File: config.mk
export PLATFORM = sky130hd
export DESIGN_NAME = impulse_gen
export DESIGN_NICKNAME = d
export VERILOG_FILES = /design/src/rtl/impulse_gen.sv
export SDC_FILE = /design/constraint.sdc
export NUM_CORES = 1
export LEC_CHECK = 0
export ABC_AREA = 0
export ABC_CLOCK_PERIOD_IN_PS = 6400
export CAP_MARGIN = 5
export CELL_PAD_IN_SITES_DETAIL_PLACEMENT = 1
export CELL_PAD_IN_SITES_GLOBAL_PLACEMENT = 1
export CORE_MARGIN = 1
export CORE_UTILIZATION = 45
export CTS_BUF_LIST = sky130_fd_sc_hd__clkbuf_4
export DETAILED_ROUTE_END_ITERATION = 7
export PLACE_DENSITY = 0.85
export SYNTH_ARGS = -nofsm -noshare
export SYNTH_HDL_FRONTEND = slang
export SYNTH_SLANG_ARGS = --single-unit
File: constraint.sdc
create_clock -name clk -period 6.4 [get_ports clk]
set_clock_uncertainty 0.05 [all_clocks]
set_input_delay 0.96 -clock clk [delete_from_list [all_inputs] [get_ports clk]]
set_output_delay 0.96 -clock clk [all_outputs]
set_load 0.005 [all_outputs]
File: src/rtl/impulse_gen.sv
// Multi-channel impulse generator: each channel emits a periodic train or a one-shot pulse.
// Latency: first pulse cycle follows the edge that samples the start; all outputs registered.
// Backpressure: none; free-running per channel, and inputs are sampled every cycle.
module impulse_gen #(
    parameter int NCHAN  = 4,
    parameter int CNT_W  = 16,
    parameter int RETRIG = 0
) (
    input  logic                   clk,
    input  logic                   nrst,
    input  logic [NCHAN-1:0]       enable,
    input  logic [NCHAN-1:0]       mode,
    input  logic [NCHAN-1:0]       trigger,
    input  logic [NCHAN*CNT_W-1:0] period,
    input  logic [NCHAN*CNT_W-1:0] width,
    output logic [NCHAN-1:0]       impulse,
    output logic [NCHAN-1:0]       busy,
    output logic [NCHAN-1:0]       done,
    output logic [NCHAN-1:0]       err
);

    typedef enum logic {
        S_IDLE = 1'b0,
        S_RUN  = 1'b1
    } state_t;

    for (genvar g = 0; g < NCHAN; g++) begin : g_ch
        state_t           r_state;
        state_t           w_state_nxt;
        logic [CNT_W-1:0] r_phase;
        logic [CNT_W-1:0] r_plat;
        logic [CNT_W-1:0] r_wlat;
        logic [CNT_W-1:0] w_phase_nxt;
        logic [CNT_W-1:0] w_plat_nxt;
        logic [CNT_W-1:0] w_wlat_nxt;
        logic [CNT_W-1:0] w_period;
        logic [CNT_W-1:0] w_width;
        logic [CNT_W-1:0] w_wmin;
        logic             r_imp;
        logic             r_done;
        logic             r_err;
        logic             w_done_nxt;
        logic             w_err_nxt;
        logic             w_last;
        logic             w_relatch;

        assign w_period = period[g*CNT_W +: CNT_W];
        assign w_width  = width[g*CNT_W +: CNT_W];
        // A width longer than the period just means "high for the whole period".
        assign w_wmin   = (w_width > w_period) ? w_period : w_width;
        assign w_last   = (r_phase == (r_plat - CNT_W'(1)));

        // Next-state: decide whether to (re)start, advance the phase, or drop to IDLE.
        always_comb begin
            w_state_nxt = r_state;
            w_phase_nxt = r_phase;
            w_plat_nxt  = r_plat;
            w_wlat_nxt  = r_wlat;
            w_done_nxt  = 1'b0;
            w_err_nxt   = 1'b0;
            w_relatch   = 1'b0;

            case (r_state)
                S_IDLE: begin
                    if (enable[g] && (!mode[g] || trigger[g])) begin
                        w_relatch = 1'b1;
                    end
                end
                S_RUN: begin
                    if ((RETRIG != 0) && mode[g] && trigger[g]) begin
                        // Retrigger restarts at phase 0; a pending done is dropped.
                        w_relatch = 1'b1;
                    end else if (w_last) begin
                        if (!mode[g] && enable[g]) begin
                            w_relatch = 1'b1;
                        end else begin
                            // One-shot completion strobes done; disabled periodic just stops.
                            w_state_nxt = S_IDLE;
                            w_done_nxt  = mode[g];
                        end
                    end else begin
                        w_phase_nxt = r_phase + CNT_W'(1);
                    end
                end
                default: w_state_nxt = S_IDLE;
            endcase

            // Common start/re-latch path; a zero period can never run.
            if (w_relatch) begin
                w_phase_nxt = '0;
                if (w_period == '0) begin
                    w_state_nxt = S_IDLE;
                    w_err_nxt   = 1'b1;
                end else begin
                    w_state_nxt = S_RUN;
                    w_plat_nxt  = w_period;
                    w_wlat_nxt  = w_wmin;
                end
            end
        end

        // State and registered outputs; impulse is computed from the next phase so it
        // appears in the first cycle after the start edge.
        always_ff @(posedge clk) begin
            if (!nrst) begin
                r_state <= S_IDLE;
                r_phase <= '0;
                r_plat  <= '0;
                r_wlat  <= '0;
                r_imp   <= 1'b0;
                r_done  <= 1'b0;
                r_err   <= 1'b0;
            end else begin
                r_state <= w_state_nxt;
                r_phase <= w_phase_nxt;
                r_plat  <= w_plat_nxt;
                r_wlat  <= w_wlat_nxt;
                r_imp   <= (w_state_nxt == S_RUN) && (w_phase_nxt < w_wlat_nxt);
                r_done  <= w_done_nxt;
                r_err   <= w_err_nxt;
            end
        end

        assign impulse[g] = r_imp;
        assign busy[g]    = (r_state == S_RUN);
        assign done[g]    = r_done;
        assign err[g]     = r_err;
    end

endmodule

==> results.sh <==
export IMPL_async_reset_ff_share_pct=0
export IMPL_core_area_sq_mm=0.0317
export IMPL_dieArea_sq_mm=0.0331
export IMPL_num_fill_cells=3815
export IMPL_final_area_sq_mm=0.0171
export IMPL_yosysSeqAreaShare_pct=28.6
export IMPL_cts_tree="built"
export IMPL_htree_levels=2
export IMPL_first_pass_iters=4
export IMPL_hp_class="flop to flop"
export IMPL_synth_flop_cell="dfxtp_1"
export IMPL_syn_area_sq_mm=0.0146
export IMPL_dp_hpwl_um=34900
export IMPL_cts_buffer_depth=3
export IMPL_yosysWarnings=0
export IMPL_r2r_cells=21
export IMPL_leakage_nw=7.75
export IMPL_seq_area_sq_mm=0.00416
export IMPL_finalPower_mw=3.58
export IMPL_slew_violations=0
export IMPL_avgSynthCellArea_sq_um=8.33
export IMPL_grt_pass1_wl_um=73500
export IMPL_critPathKind="flop to flop"
export IMPL_ys_top_cells_by_count="nor2_1 (274), dfxtp_1 (208), ha_1 (132)"
export IMPL_vias_per_cell=5.75
export IMPL_syn_instance_count=1748
export IMPL_worstPathArrival_ps=6160
export IMPL_fp_dieW_um=182
export IMPL_timing_fmax_mhz=180
export IMPL_relSlewSlack_pct=38.3
export IMPL_hold_path_end="g_ch[1].r_wlat[0]"
export IMPL_track_usage_pct=27.4
export IMPL_vias=13500
export IMPL_ys_ff_latch=208
export IMPL_critPathCaptureType="flop"
export IMPL_min_path_cells=2
export IMPL_yosys_cell_count_top_type="nor2_1"
export IMPL_clock_latency_ps=780
export IMPL_grt_max_degree=70
export IMPL_top_layer_used="met4"
export IMPL_setup_violations=0
export IMPL_r2r_start="g_ch[3].r_plat[0]"
export IMPL_worst_slew_pin_slew_ps=917
export IMPL_power_per_cell_area_mw_per_mm2=210
export IMPL_path_max_fanout=8
export IMPL_worstPathRequired_ps=7010
export IMPL_cts_setup_buffers=0
export IMPL_place_area_sq_mm=0.0163
export IMPL_crit_chain="inv_1, ha_1, or4b_1, nor4b_1, xor2_1, a22o_1, a21o_1, a21boi_4, nand2_2, or4b_1, a21oi_1, ha_1, a21o_1, a21oi_1, nor2b_1, o21ai_0, nand2b_1, a21oi_1, o2111ai_1, a2111o_1, a21oi_1"
export IMPL_io_pins=158
export IMPL_synth_top_area_share_pct=28.6
export IMPL_hold_viol=0
export IMPL_cpMostUsedCell="a21oi_1"
export IMPL_drt_met1_wl_um=20300
export IMPL_wl_um=45300
export IMPL_path_clk_slew_ps=70
export IMPL_ctsResizeCount=0
export IMPL_synth_area_leader_cell="dfxtp_1"
export IMPL_avgRoutedWirePerCell_um=19.3
export IMPL_synth_distinct_cells=79
export IMPL_drt_iter0_drc=521
export IMPL_max_stage_delay_ps=650
export IMPL_routabilityCongestion=0.914
export IMPL_dr_wl_met3_um=1710
export IMPL_synthTopCellsByArea="dfxtp_1 (29%), ha_1 (11%), mux2i_1 (8.2%), nor2_1 (7.1%), xor2_1 (4.1%)"
export IMPL_initial_utilization_pct=45.9
export IMPL_rsz0062_at_grt="no"
export IMPL_outcome="complete, no violations"
export IMPL_placed_cells=2234
export IMPL_critPathSlowestCell="or4b_1"
export IMPL_io_buffers=157
export IMPL_synth_fp_nets=2022
export IMPL_regToRegEndpoint="g_ch[3].r_imp"
export IMPL_routed_wl_met2_um=22200
export IMPL_areaGrowthSynthToFinish_pct=17.1
export IMPL_peakVddDrop_v=0.000121
export IMPL_drc_errors=0
export IMPL_drv_cap=0
export IMPL_root_buffer="clkbuf_4"
export IMPL_hp_start="g_ch[1].r_wlat[0]"
export IMPL_drive_above_1_share_pct=9.37
export IMPL_cp_start_kind="flop"
export IMPL_grt_pass1_vias=14500
export IMPL_hold_buffers=0
export IMPL_grt_antenna_before_repair=1
export IMPL_tns_ps=0
export IMPL_layoutNonFillerInstCount=2345
export IMPL_synth_edf_count=0
export IMPL_row_count=65
export IMPL_post_route_period_util_pct=86.7
export IMPL_grt_ovfl_total=0
export IMPL_reg2reg_slack_ps=850
export IMPL_fin_crit_ps=5550
export IMPL_numCtsBuffers=59
export IMPL_die_h_um=182
export IMPL_cts_sinks=208
export IMPL_fin_nets=2167
export IMPL_ant_nets=0
export IMPL_multi_input_area_sq_mm=0.00956
[critical path, delay by kind of cell, from the launching register on]
family | cells | cell delay [ps]
compound gates | 11 | 2420
simple gates | 6 | 1750
fa+ha+maj | 2 | 620
flops | 1 | 410
xor+xnor | 1 | 110
buf+inv | 1 | 90
[layout make-up]
cell class | instances | share of cell area, %
inverters | 101 | 2.24
repair buffers | 175 | 10.0
diodes | 1 | 0.0147
clock buffers | 86 | 3.78
multi-input cells | 1348 | 56.1
clock inverters | 24 | 0.550
flip-flops and latches | 208 | 24.4
well taps | 402 | 2.95
[worst max-delay path by stage]
stage / from / end / slack [ps]
floorplan: period[47] / g_ch[2].r_imp / 1450
global placement: period[37] / g_ch[2].r_imp / 850
detailed placement: period[37] / g_ch[2].r_imp / 570
CTS: g_ch[3].r_plat[0] / g_ch[3].r_imp / 890
global route: g_ch[1].r_plat[0] / g_ch[1].r_imp / 560
finish: g_ch[3].r_plat[0] / g_ch[3].r_imp / 850
[cell usage in the layout, fill, tap and decap left out, types with 12 or more instances in the layout]
cell / n
nor2_1: 274
dfxtp_1: 208
clkdlybuf4s50_1: 157
ha_1: 132
mux2i_1: 120
inv_1: 99
nand2_1: 90
clkbuf_4: 86
a21oi_1: 70
xor2_1: 68
xnor2_1: 63
nand4_1: 52
nor4_1: 49
mux2_2: 47
o21ai_0: 44
nand3_1: 43
a21o_1: 38
nor3_1: 36
clkinv_1: 20
and3_1: 18
buf_4: 18
and2_1: 17
o211a_1: 16
nor2b_1: 13
or3_1: 12
[metrics by stage]
step | utilization [%] | hold WS, ps | worst slack (ps)
final | 53.8 | 410 | 849
after global routing | 53.8 | 439 | 562
after CTS | 53.8 | 412 | 888
after detailed placement | 51.4 | 402 | 567
after global placement | 51.4 | 396 | 849
after floorplan | - | 386 | 1450
[registers in the layout, indices dropped and copies added (netlist names)]
signal and count:
g_ch.r_wlat 64, g_ch.r_state 4, g_ch.r_done 4, g_ch.r_phase 64
g_ch.r_plat 64, g_ch.r_err 4, g_ch.r_imp 4
[kinds of logic (layout without fill, tap and decap cells)]
kind of cell / after synthesis / count (layout) / synth area share [%]
and+or+nand+nor: 662 / 662 / 22.2
AOI/OAI and AO/OA: 255 / 255 / 12.1
DFF: 208 / 208 / 28.6
buffers and inverters: 192 / 386 / 5.85
muxes: 167 / 167 / 11.9
adders and majority gates: 132 / 132 / 11.3
xor gates and xnor gates: 132 / 132 / 8.03
other: 0 / 1 / 0
[per-layer routing]
layer,vias to the layer above,GRT usage (%)
li1,6526,-
met1,6597,33.7
met2,281,48.8
met3,82,3.91
met4,0,9.34
met5,-,0
[power breakdown]
group | leakage, nW | internal [mW] | switching (mW)
clock | 0.443 | 0.617 | 0.634
sequential | 1.70 | 1.36 | 0.0656
combinational | 5.61 | 0.412 | 0.490
total | 7.75 | 2.39 | 1.19
No activity file was read; power rests on OpenSTA's default activity.
